--- src/rtl/edge_monitor_pkg.sv ---
`default_nettype none
// ============================================================================
// Module   : edge_monitor_pkg
// Purpose  : Shared definitions for the edge monitor. Holds the per-channel
//            mode encodings, the legal parameter ranges and a helper that
//            sizes the glitch-filter counter.
// Ports    : none (package)
// Revision : 1.0 - initial release
// ============================================================================
package edge_monitor_pkg;

   // Per-channel edge-select encodings (two bits per channel)
   localparam logic [1:0] MODE_OFF  = 2'b00;
   localparam logic [1:0] MODE_RISE = 2'b01;
   localparam logic [1:0] MODE_FALL = 2'b10;
   localparam logic [1:0] MODE_BOTH = 2'b11;

   // Legal parameter ranges
   localparam int N_CH_MIN          = 1;
   localparam int N_CH_MAX          = 32;
   localparam int SYNC_STAGES_MIN   = 2;
   localparam int SYNC_STAGES_MAX   = 4;
   localparam int FILTER_CYCLES_MIN = 1;
   localparam int FILTER_CYCLES_MAX = 255;

   // The filter counter only has to reach FILTER_CYCLES-1, so clog2 of
   // FILTER_CYCLES bits is enough; keep at least one bit for the 1-cycle case.
   function automatic int filt_width(input int cycles);
      return (cycles > 1) ? $clog2(cycles) : 1;
   endfunction

endpackage : edge_monitor_pkg
`default_nettype wire

--- src/rtl/edge_monitor_ch.sv ---
`default_nettype none
// ============================================================================
// Module   : edge_monitor_ch
// Purpose  : One monitor channel: input synchronizer, glitch filter, edge
//            pulse generation, sticky pending flag and saturating counter.
// Ports    : clk        - system clock
//            reset      - synchronous active-low reset
//            i_sig      - raw asynchronous input
//            i_mode     - edge select (off / rise / fall / both)
//            i_clr      - clear pending flag and event counter
//            o_rise     - one-cycle registered rising pulse
//            o_fall     - one-cycle registered falling pulse
//            o_level    - filtered level
//            o_pending  - sticky flag, set by an enabled edge
//            o_count    - saturating count of enabled edges
// Revision : 1.0 - initial release
// ============================================================================
module edge_monitor_ch #(
   parameter int SYNC_STAGES   = 2,
   parameter int FILTER_CYCLES = 3,
   parameter int CNT_W         = 8
) (
   input  logic             clk,
   input  logic             reset,
   input  logic             i_sig,
   input  logic [1:0]       i_mode,
   input  logic             i_clr,
   output logic             o_rise,
   output logic             o_fall,
   output logic             o_level,
   output logic             o_pending,
   output logic [CNT_W-1:0] o_count
);
   import edge_monitor_pkg::*;

   localparam int               FILT_W      = filt_width(FILTER_CYCLES);
   localparam logic [FILT_W-1:0] C_FILT_LAST = FILT_W'(FILTER_CYCLES - 1);

   logic [SYNC_STAGES-1:0] r_sync;
   logic [FILT_W-1:0]      r_fcnt;
   logic                   r_level;
   logic                   r_rise;
   logic                   r_fall;
   logic                   r_pend;
   logic [CNT_W-1:0]       r_cnt;

   logic w_sy;
   logic w_update;
   logic w_rise_en;
   logic w_fall_en;
   logic w_rise_det;
   logic w_fall_det;
   logic w_event;

   assign w_sy      = r_sync[SYNC_STAGES-1];
   // Level flips only once sy has disagreed for FILTER_CYCLES edges in a row
   assign w_update  = (w_sy != r_level) && (r_fcnt == C_FILT_LAST);
   // Mode is looked at only on the update edge itself
   assign w_rise_en = (i_mode == MODE_RISE) || (i_mode == MODE_BOTH);
   assign w_fall_en = (i_mode == MODE_FALL) || (i_mode == MODE_BOTH);
   assign w_rise_det = w_update &&  w_sy && w_rise_en;
   assign w_fall_det = w_update && !w_sy && w_fall_en;
   assign w_event    = w_rise_det || w_fall_det;

   always_ff @(posedge clk) begin
      if (!reset) begin
         r_sync  <= '0;
         r_fcnt  <= '0;
         r_level <= 1'b0;
         r_rise  <= 1'b0;
         r_fall  <= 1'b0;
         r_pend  <= 1'b0;
         r_cnt   <= '0;
      end else begin
         r_sync <= {r_sync[SYNC_STAGES-2:0], i_sig};

         if (w_sy == r_level) begin
            r_fcnt <= '0;
         end else if (w_update) begin
            r_level <= w_sy;
            r_fcnt  <= '0;
         end else begin
            r_fcnt <= r_fcnt + FILT_W'(1);
         end

         r_rise <= w_rise_det;
         r_fall <= w_fall_det;

         // A clear coinciding with a new edge keeps that edge: count restarts at 1
         if (i_clr && w_event) begin
            r_pend <= 1'b1;
            r_cnt  <= CNT_W'(1);
         end else if (i_clr) begin
            r_pend <= 1'b0;
            r_cnt  <= '0;
         end else if (w_event) begin
            r_pend <= 1'b1;
            if (r_cnt != {CNT_W{1'b1}}) begin
               r_cnt <= r_cnt + CNT_W'(1);
            end
         end
      end
   end

   assign o_rise    = r_rise;
   assign o_fall    = r_fall;
   assign o_level   = r_level;
   assign o_pending = r_pend;
   assign o_count   = r_cnt;

endmodule : edge_monitor_ch
`default_nettype wire

--- src/rtl/edge_monitor.sv ---
`default_nettype none
// ============================================================================
// Module   : edge_monitor
// Purpose  : Multi-channel filtered edge monitor with per-channel pending
//            flags, saturating event counters and a combined interrupt.
// Ports    : clk          - system clock
//            reset        - synchronous active-low reset
//            signal_in    - raw asynchronous inputs, one per channel
//            mode         - 2 bits per channel edge select
//            clr          - per-channel clear of pending/counter
//            rising_edge  - one-cycle rising pulses
//            falling_edge - one-cycle falling pulses
//            level        - filtered levels
//            pending      - sticky per-channel flags
//            event_count  - per-channel counters, channel i at [i*CNT_W +: CNT_W]
//            irq          - registered OR of pending
// Revision : 1.0 - initial release
// ============================================================================
module edge_monitor #(
   parameter int N_CH          = 4,
   parameter int SYNC_STAGES   = 2,
   parameter int FILTER_CYCLES = 3,
   parameter int CNT_W         = 8
) (
   input  logic                  clk,
   input  logic                  reset,
   input  logic [N_CH-1:0]       signal_in,
   input  logic [2*N_CH-1:0]     mode,
   input  logic [N_CH-1:0]       clr,
   output logic [N_CH-1:0]       rising_edge,
   output logic [N_CH-1:0]       falling_edge,
   output logic [N_CH-1:0]       level,
   output logic [N_CH-1:0]       pending,
   output logic [N_CH*CNT_W-1:0] event_count,
   output logic                  irq
);

   logic [N_CH-1:0] w_pending;
   logic            r_irq;

   for (genvar gi = 0; gi < N_CH; gi++) begin : g_ch
      edge_monitor_ch #(
         .SYNC_STAGES   (SYNC_STAGES),
         .FILTER_CYCLES (FILTER_CYCLES),
         .CNT_W         (CNT_W)
      ) u_ch (
         .clk       (clk),
         .reset     (reset),
         .i_sig     (signal_in[gi]),
         .i_mode    (mode[2*gi +: 2]),
         .i_clr     (clr[gi]),
         .o_rise    (rising_edge[gi]),
         .o_fall    (falling_edge[gi]),
         .o_level   (level[gi]),
         .o_pending (w_pending[gi]),
         .o_count   (event_count[gi*CNT_W +: CNT_W])
      );
   end

   // irq trails pending by one cycle
   always_ff @(posedge clk) begin
      if (!reset) begin
         r_irq <= 1'b0;
      end else begin
         r_irq <= |w_pending;
      end
   end

   assign pending = w_pending;
   assign irq     = r_irq;

endmodule : edge_monitor
`default_nettype wire

--- config.mk ---
export PLATFORM = sky130hd
export DESIGN_NAME = edge_monitor
export DESIGN_NICKNAME = d
export VERILOG_FILES = /design/src/rtl/edge_monitor_pkg.sv /design/src/rtl/edge_monitor_ch.sv /design/src/rtl/edge_monitor.sv
export SDC_FILE = /design/constraint.sdc
export NUM_CORES = 1
export LEC_CHECK = 0
export BUFFER_PORTS_ARGS = -buffer_cell sky130_fd_sc_hd__buf_2
export CAP_MARGIN = 20
export CORE_ASPECT_RATIO = 0.8
export CORE_UTILIZATION = 55
export CTS_CLUSTER_DIAMETER = 50
export DETAILED_ROUTE_END_ITERATION = 16
export GPL_TIMING_DRIVEN = 0
export PLACE_DENSITY = 0.88
export SETUP_SLACK_MARGIN = 0.15
export SYNTH_ARGS = -nofsm -noshare
export SYNTH_HDL_FRONTEND = slang
export SYNTH_SLANG_ARGS = --single-unit
--- constraint.sdc ---
create_clock -name clk -period 2.4 [get_ports clk]
set_input_delay 0.24 -clock clk [delete_from_list [all_inputs] [get_ports clk]]
set_output_delay 0.24 -clock clk [all_outputs]
set_load 0.02 [all_outputs]
==> impl_metrics.toml, run 1 <==
[status]
status = "finished, violations left"
violations = "design-rule violations"

[worst_setup_path]
cp_max_fo = 6
crit_required_ns = 2.65
end_kind = "register"
worstPathArrival_ns = 2.05
cp-start-kind = "register"
critPathKind = "reg2reg"

[finish]
diodes = 0
final_cell_mix = "dfxtp_1, buf_2, nor2_1"
drive_gt1_frac = 0.232
fin_nets = 436
syn_to_final_growth_pct = 20.1
n_fill_cell = 416
fin_util = 0.698

[yosys]
async_flop_share = 0
synth_edf_count = 0
yosysTopAreaCell = "dfxtp_1"
synth_top_cell_area_share = 0.437
ys_seq_area_frac = 0.437
ys.flop_type = "dfxtp_1"
netlist_area_um2 = 2980
synth_cells = 334
ys_ff_latch = 65
syn_nets = 360
yosysWarnings = 0
ys_types = 41
syn_area_per_cell_um2 = 8.92
yosys-top-cells-area = "dfxtp_1, buf_4, a21oi_1, ha_1, nand3b_1"

[timing]
finClkSkew_ns = 0.00875
worst_slack_ns = 0.602
finalHoldViolations = 0
layout_worst_path_cycle_share = 0.749
tightest_slew_ns = 0.755
setup_tns_ns = 0
finalSetupViolations = 0
finalCriticalPeriod_ns = 1.80
rsz0062_at_grt = "false"
drv_slew = 0
max_slew_margin = 0.492
max_freq_mhz = 556

[worst_hold_path]
hold_class = "in2reg"

[drt]
wl_met2_mm = 2.99
wl_met1_mm = 2.91
drc = 6
vias = 2766
wl_met3_um = 457
drtIter0Drc = 106
dr.pass1.iters = 11
avgViaCountPerCell = 5.81
drt-total-wl_mm = 6.42
ant_nets = 0
top_layer = "met4"
wl_per_cell_um = 13.5

[floorplanning]
die_x_um = 84.3
dieArea_um2 = 5710
ios = 67
start_util = 0.581
die_y_um = 67.8
rows = 23
core-area_um2 = 5120

[global_routing]
grt-ovfl-total = 0
antenna_found_initial = 0
grt_pass1_vias = 2258
grt_max_degree = 11
grt.total_usage = 0.221
grt_pass1_wl_mm = 9.80

[clock_tree]
clockBufferDepth = 2
clk_pin_slew_worst_paths_ns = 0.07
post-cts-setup-buffer-count = 0
cts_sinks = 65
worstSkewPairLatency_ns = 0.34
root_buffer = "clkbuf_8"
postCtsHoldBufs = 0
cts_tree = "built"
h-tree-depth = 3
cts_resized = 0
cts-buffers-inserted = 9

[placed_design]
place_worst_setup_slack_ns = 0.639
hpwlAfterDp_mm = 4.39
gp_congestion = 0.831
io_buffers = 65

[run]
drv_cap = 0

[pwr]
p_per_area_nw_per_um2 = 580
p_leak_nw = 1.43
power.total_w = 0.00208
ir_worst_vdd_mv = 0.472
==> worst max-delay path, cell delays in order, from the launching register on <==
cell	delay, ns
dfxtp_1	0.32
inv_1	0.06
ha_1	0.21
inv_1	0.11
a211oi_1	0.59
a31oi_1	0.17
a311oi_1	0.25
==> cell usage after synthesis (3+ instances only) <==
master / number
a211oi_1: 4
a21boi_0: 9
a21oi_1: 21
a311oi_1: 5
a31oi_1: 6
a41oi_1: 4
and2_1: 8
and3_1: 6
and4_1: 7
buf_4: 16
clkbuf_1: 8
dfxtp_1: 65
ha_1: 8
inv_1: 10
mux2i_1: 4
nand2_1: 21
nand2b_1: 7
nand3_1: 11
nand3b_1: 13
nand4_1: 5
nor2_1: 23
nor2b_1: 10
nor3_1: 9
nor4b_1: 3
o21ai_0: 16
o31ai_1: 7
or4_1: 5
xor2_1: 4
==> state kept, by name (all words and copies together) (netlist names) <==
signal,flops
g_ch.u_ch.o_level,4
g_ch.u_ch.r_sync,8
irq,1
g_ch.u_ch.o_count,32
g_ch.u_ch.r_fcnt,8
g_ch.u_ch.o_fall,4
g_ch.u_ch.o_rise,4
g_ch.u_ch.o_pending,4
==> area by class of cell <==
type,instances,area [um^2],share of cell area
buffer,25,161,0.0451
clock buffer,12,155,0.0434
clock inverter,3,40.0,0.0112
inverter,10,37.5,0.0105
multi-input combinational,234,1480,0.413
sequential,65,1300,0.364
tap,62,77.6,0.0217
timing repair buffer,65,325,0.0910
==> through the flow <==
stage / area (um^2) / cells / hold WS (ns)
floorplan: 2980 / 334 / 0.367
global placement: 3380 / 461 / 0.399
detailed placement: 3380 / 461 / 0.408
CTS: 3580 / 476 / 0.0962
global route: 3580 / 476 / 0.0951
finish: 3580 / 476 / 0.104
==> layer usage <==
metal  GRT usage  up-vias
li1            -     1357
met1       0.277     1296
met2       0.362      107
met3      0.0820        6
met4      0.0690        0
met5           0        -
==> report_power, final <==
part            total, W  switching (W)  internal (W)  leakage, nW
logic          0.0000578      0.0000329     0.0000250        0.806
clock network   0.000926       0.000398      0.000528        0.102
registers        0.00109     0.00000483       0.00109        0.525
==> cell families after synthesis <==
family | count (synthesis) | synth area share
buffers and inverters | 35 | 0.0668
muxes | 4 | 0.0134
DFF | 65 | 0.437
adders and majority gates | 8 | 0.0336
xor gates and xnor gates | 4 | 0.0118
AOI/OAI and AO/OA | 82 | 0.179
and+or+nand+nor | 136 | 0.259
==> worst paths after layout <==
path	to	start	cells after the start	slack, ns
setup reg to reg	g_ch[0].u_ch.o_count[5]	g_ch[0].u_ch.r_fcnt[0]	6	0.60
setup / recovery	g_ch[0].u_ch.o_count[5]	g_ch[0].u_ch.r_fcnt[0]	6	0.60
hold / removal	g_ch[0].u_ch.r_sync[0]	signal_in[0]	2	0.10
hold reg to reg	g_ch[3].u_ch.r_fcnt[0]	g_ch[3].u_ch.r_fcnt[0]	1	0.41
Note: power is estimated with default switching activity, not from simulation.
==> inputs of run 2 (changes only) <==
--- a/config.mk
+++ b/config.mk
@@ -8,11 +8,11 @@
 export BUFFER_PORTS_ARGS = -buffer_cell sky130_fd_sc_hd__buf_2
 export CAP_MARGIN = 20
 export CORE_ASPECT_RATIO = 0.8
-export CORE_UTILIZATION = 55
+export CORE_UTILIZATION = 48
 export CTS_CLUSTER_DIAMETER = 50
 export DETAILED_ROUTE_END_ITERATION = 16
 export GPL_TIMING_DRIVEN = 0
-export PLACE_DENSITY = 0.88
+export PLACE_DENSITY = 0.82
 export SETUP_SLACK_MARGIN = 0.15
 export SYNTH_ARGS = -nofsm -noshare
 export SYNTH_HDL_FRONTEND = slang
==> constraint.sdc (replaced) <==
create_clock -name clk -period 1.5 [get_ports clk]
set_input_delay 0.15 -clock clk [delete_from_list [all_inputs] [get_ports clk]]
set_output_delay 0.15 -clock clk [all_outputs]
set_load 0.02 [all_outputs]
==> impl_metrics.toml, run 2 (synthesis results as in run 1) <==
[status]
status = "finished, violations left"
violations = "negative setup slack"

[clock_tree]
root_buffer = "clkbuf_8"
clk_pin_slew_worst_paths_ns = 0.08
clockBufferDepth = 2
postCtsHoldBufs = 0
cts_sinks = 65
cts_tree = "built"
cts-buffers-inserted = 9
h-tree-depth = 3
worstSkewPairLatency_ns = 0.35

[placed_design]
placed_cell_area_um2 = 3560
hpwlAfterDp_mm = 4.80
io_buffers = 65
gp_congestion = 0.835

[global_routing]
grt_pass1_vias = 2611
busiest_layer = "met2"
grt.total_usage = 0.233
grt_pass1_wl_mm = 12.1
grtUsageMet1 = 0.284
antenna_found_initial = 0
grt_max_degree = 11
grtUsageMet3 = 0.0671
use_met2 = 0.398
grt-ovfl-total = 0

[timing]
finalHoldViolations = 0
drv_slew = 0
rsz0062_at_grt = "true"
layout_worst_path_cycle_share = 1.01
max_slew_margin = 0.644
finClkSkew_ns = 0.0171
finalSetupViolations = 4
finalCriticalPeriod_ns = 1.52
worst_slack_ns = -0.0179
max_freq_mhz = 659
tightest_slew_ns = 0.534
whs_ns = 0.0174

[worst_setup_path]
crit_required_ns = 1.74
end_kind = "register"
critPathKind = "reg2reg"
cp-start-kind = "register"
worstPathArrival_ns = 1.75
cp_max_fo = 5

[pwr]
intPower_w = 0.00274
switchingPower_w = 0.000729
ir_worst_vdd_mv = 0.578
p_per_area_nw_per_um2 = 779
power_frac_comb = 0.034
power_frac_seq = 0.498
p_leak_nw = 1.72
swShare = 0.210
clkPwrFrac = 0.469

[finish]
fin_nets = 481
final_area_um2 = 4450
layout_commonest_cell = "buf_2"
syn_to_final_growth_pct = 49.6
final_cell_mix = "buf_2, buf_4, dfxtp_1"
diodes = 0
largest_reg_flops = 32
drive_gt1_frac = 0.490
n_fill_cell = 413

[drt]
dr.pass1.iters = 5
drtIter0Drc = 145
wl_per_cell_um = 15.3
ant_nets = 0
vias = 3012
avgViaCountPerCell = 5.58
drt-total-wl_mm = 8.29
drc = 0

[floorplanning]
die_x_um = 90.1
dieArea_um2 = 6520
rows = 25
die_y_um = 72.5
core-area_um2 = 5940
start_util = 0.501
ios = 67

[worst_hold_path]
hold_class = "in2reg"

[run]
drv_cap = 0
run 2: final cells by class:
type / instances / area [um^2] / area share
multi-input combinational: 234 / 1860 / 0.417
sequential: 65 / 1360 / 0.306
timing repair buffer: 110 / 681 / 0.153
buffer: 25 / 201 / 0.0452
clock buffer: 12 / 145 / 0.0326
tap: 81 / 101 / 0.0228
clock inverter: 3 / 65.1 / 0.0146
inverter: 10 / 40.0 / 0.00899
run 2: what timing repair did:
| action | 4_1_cts | 5_1_grt |
|---|---|---|
| resized for setup | 33 | 55 |
| pin swaps | 21 | 21 |
| endpoints found under the setup margin | 31 | 29 |
| endpoints found under the hold margin | 0 | 0 |
| cloned | 0 | 0 |
| buffers inserted | 27 | 18 |
run 2: routing by layer:
layer | up-vias | part of all wire
met1 | 1439 | 0.43
met4 | 0 | 0.0083
met5 | - | 0
met3 | 10 | 0.062
li1 | 1455 | -
met2 | 108 | 0.50
run 2: stage by stage:
step / power (W) / instances / setup TNS [ns] / setup slack [ns] / utilization
2_1_floorplan: 0.00182 / 334 / 0 / 0.102 / -
3_3_place_gp: 0.00186 / 480 / -0.161 / -0.0908 / 0.600
3_5_place_dp: 0.00187 / 480 / -0.669 / -0.158 / 0.600
4_1_cts: 0.00347 / 522 / 0 / 0.0108 / 0.690
5_1_grt: 0.00358 / 540 / -0.299 / -0.0756 / 0.749
6_report: 0.00347 / 540 / -0.0438 / -0.0179 / 0.749
run 2: final timing paths:
check	from	to	slack (ns)	cells after the start
worst max-delay path	g_ch[0].u_ch.r_sync[1]	g_ch[0].u_ch.o_count[7]	-0.02	4
worst min-delay path	signal_in[1]	g_ch[1].u_ch.r_sync[0]	0.02	2
worst max register to register	g_ch[0].u_ch.r_sync[1]	g_ch[0].u_ch.o_count[7]	-0.02	4
worst min register to register	g_ch[1].u_ch.r_fcnt[0]	g_ch[1].u_ch.r_fcnt[0]	0.42	1
run 2: power by group through the flow:
stage / combinational [W] / sequential, W / clock [W]
after floorplan: 0.0000514 / 0.00177 / 0
after global placement: 0.0000926 / 0.00177 / 0
after detailed placement: 0.0000953 / 0.00177 / 0
after CTS: 0.000104 / 0.00173 / 0.00164
after global routing: 0.000127 / 0.00173 / 0.00172
final: 0.000117 / 0.00173 / 0.00163
run 2: worst max-delay path: stages (launching register included):
cell	delay (ns)
dfxtp_2	0.34
nand3b_1	0.29
a211oi_4	0.43
nor4b_4	0.28
nor3_2	0.07
==> inputs of run 3 (changes only) <==
--- a/config.mk
+++ b/config.mk
@@ -7,13 +7,13 @@
 export LEC_CHECK = 0
 export BUFFER_PORTS_ARGS = -buffer_cell sky130_fd_sc_hd__buf_2
 export CAP_MARGIN = 20
-export CORE_ASPECT_RATIO = 0.8
-export CORE_UTILIZATION = 48
+export CORE_UTILIZATION = 49
 export CTS_CLUSTER_DIAMETER = 50
 export DETAILED_ROUTE_END_ITERATION = 16
 export GPL_TIMING_DRIVEN = 0
-export PLACE_DENSITY = 0.82
+export PLACE_DENSITY = 0.83
 export SETUP_SLACK_MARGIN = 0.15
 export SYNTH_ARGS = -nofsm -noshare
 export SYNTH_HDL_FRONTEND = slang
+export SYNTH_HIERARCHICAL = 1
 export SYNTH_SLANG_ARGS = --single-unit
==> impl_metrics.toml, run 3 <==
[pwr]
ir_worst_vdd_mv = 0.655
power.total_w = 0.00316
p_leak_nw = 1.69
p_per_area_nw_per_um2 = 764

[timing]
layout_worst_path_cycle_share = 0.942
max_freq_mhz = 708
setup_tns_ns = 0
finalCriticalPeriod_ns = 1.41
finalHoldViolations = 0
rsz0062_at_grt = "true"
finClkSkew_ns = 0.00505
finalSetupViolations = 0
worst_slack_ns = 0.0875
drv_slew = 0
tightest_slew_ns = 0.346
max_slew_margin = 0.769

[finish]
layout_commonest_cell = "buf_2"
final_cell_mix = "buf_2, dfxtp_1, nand2_1"
instances_no_fill = 502
largest_reg_flops = 32
syn_to_final_growth_pct = 34.7
fin_util = 0.690
fin_nets = 449
ff_latch_area_um2 = 1360
n_fill_cell = 471
multiInputGateArea_um2 = 1850
drive_gt1_frac = 0.464
diodes = 0

[worst_setup_path]
cp_max_fo = 5
worstPathArrival_ns = 1.61
cp-start-kind = "register"
critPathKind = "reg2reg"
end_kind = "register"
r2r_slack_ns = 0.09
r2r-end = "g_ch[1].u_ch/o_count[2]"
r2r-start = "g_ch[1].u_ch/r_sync[1]"
crit_required_ns = 1.70
rr_worst_depth = 5

[yosys]
netlist_area_um2 = 3070
ys_seq_area_frac = 0.424
yosys-top-cells-area = "dfxtp_1, ha_1, nand2_1, a211oi_2, nand3_1"
ys_types = 47
synth_common_cells = "dfxtp_1, nand2_1, nor2_1, nand3_1, a21oi_1"
syn_area_per_cell_um2 = 9.50
yosysMostFrequentCell = "dfxtp_1"
synth_top_cell_area_share = 0.424
ys_ff_latch = 65
synth_cells = 323
syn_nets = 349
ys.flop_type = "dfxtp_1"
async_flop_share = 0
yosysWarnings = 6
synth_edf_count = 0
yosysTopAreaCell = "dfxtp_1"

[status]
status = "finished, final reports clean"

[clock_tree]
clockBufferDepth = 2
worstSkewPairLatency_ns = 0.33
root_buffer = "clkbuf_8"
h-tree-depth = 3
cts_tree = "built"
cts-buffers-inserted = 9
postCtsHoldBufs = 0
clk_pin_slew_worst_paths_ns = 0.06
cts_sinks = 65

[global_routing]
grt_pass1_vias = 2562
grt.total_usage = 0.213
grt_pass1_wl_mm = 10.9
antenna_found_initial = 0
grt-ovfl-total = 0
grt_max_degree = 11

[worst_hold_path]
min_path_cells = 2
holdPathEnd = "g_ch[3].u_ch/r_sync[0]"
worstHoldStart = "signal_in[3]"
hold_class = "in2reg"

[drt]
ant_nets = 0
vias = 2925
drtIter0Drc = 106
drt-total-wl_mm = 7.58
wl_per_cell_um = 15.1
avgViaCountPerCell = 5.83
drc = 0
dr.pass1.iters = 4

[floorplanning]
die_x_um = 81.1
rows = 28
start_util = 0.512
core-area_um2 = 5990
ios = 67
dieArea_um2 = 6580
die_y_um = 81.1

[placed_design]
place_worst_setup_slack_ns = 0.0829
io_buffers = 66
dp_cells = 464
gp_congestion = 0.850
hpwlAfterDp_mm = 4.57

[run]
drv_cap = 0
run 3: worst max-delay path by stage:
stage,from,end,slack (ns),cells past startpoint
6_report,g_ch[1].u_ch/r_sync[1],g_ch[1].u_ch/o_count[2],0.09,5
5_1_grt,g_ch[1].u_ch/r_sync[1],g_ch[1].u_ch/o_count[2],0.02,5
4_1_cts,g_ch[3].u_ch/r_sync[1],g_ch[3].u_ch/o_count[7],0.12,4
3_5_place_dp,g_ch[3].u_ch/o_count[2],g_ch[3].u_ch/o_count[7],0.08,3
3_3_place_gp,g_ch[3].u_ch/r_sync[1],g_ch[3].u_ch/o_count[7],0.12,4
2_1_floorplan,g_ch[3].u_ch/o_count[2],g_ch[3].u_ch/o_count[7],0.09,3
run 3: power breakdown:
group / leakage (nW) / internal, W / total [W] / switching, W
clock: 0.0898 / 0.000729 / 0.00132 / 0.000591
sequential: 0.543 / 0.00172 / 0.00173 / 0.00000776
combinational: 1.05 / 0.0000433 / 0.000105 / 0.0000615
run 3: through the flow:
step / hold WS [ns] / cell area [um^2]
floorplan: 0.277 / 3180
global placement: 0.355 / 3610
detailed placement: 0.362 / 3610
CTS: 0.00946 / 3880
global route: 0.0157 / 4130
finish: 0.0276 / 4130
run 3: metal layers:
layer,track usage,share of wire
met1,0.245,0.42
met2,0.369,0.51
met3,0.0539,0.050
met4,0.0964,0.021
met5,0,0
run 3: cells by family (layout without fill, tap and decap cells):
| logic type | after synthesis | after routing | share of synthesized area |
|---|---|---|---|
| and+or+nand+nor | 144 | 144 | 0.288 |
| xor gates and xnor gates | 4 | 4 | 0.0114 |
| muxes | 4 | 4 | 0.0131 |
| DFF | 65 | 65 | 0.424 |
| AOI/OAI and AO/OA | 75 | 75 | 0.193 |
| buffers and inverters | 23 | 127 | 0.0379 |
| adders and majority gates | 8 | 8 | 0.0326 |
run 3: repair_timing:
item / in CTS / in global routing
endpoints found under the hold margin: 0 / 0
resized for setup: 14 / 43
pin swaps: 3 / 20
cloned: 0 / 2
setup buffers: 9 / 12
endpoints found under the setup margin: 12 / 23
run 3: critical path, stage by stage, from the launching register on:
cell and delay, ns:
dfxtp_2 0.34, and3b_2 0.28, o21a_1 0.17, buf_2 0.19, o2111a_1 0.24, nor3_2 0.06
run 3: final cells by class:
class,count,area share
Multi-Input combinational cell,235,0.447
Buffer,14,0.0291
Inverter,9,0.00818
Clock buffer,15,0.0427
Sequential cell,65,0.330
Tap cell,75,0.0227
Timing Repair Buffer,89,0.121
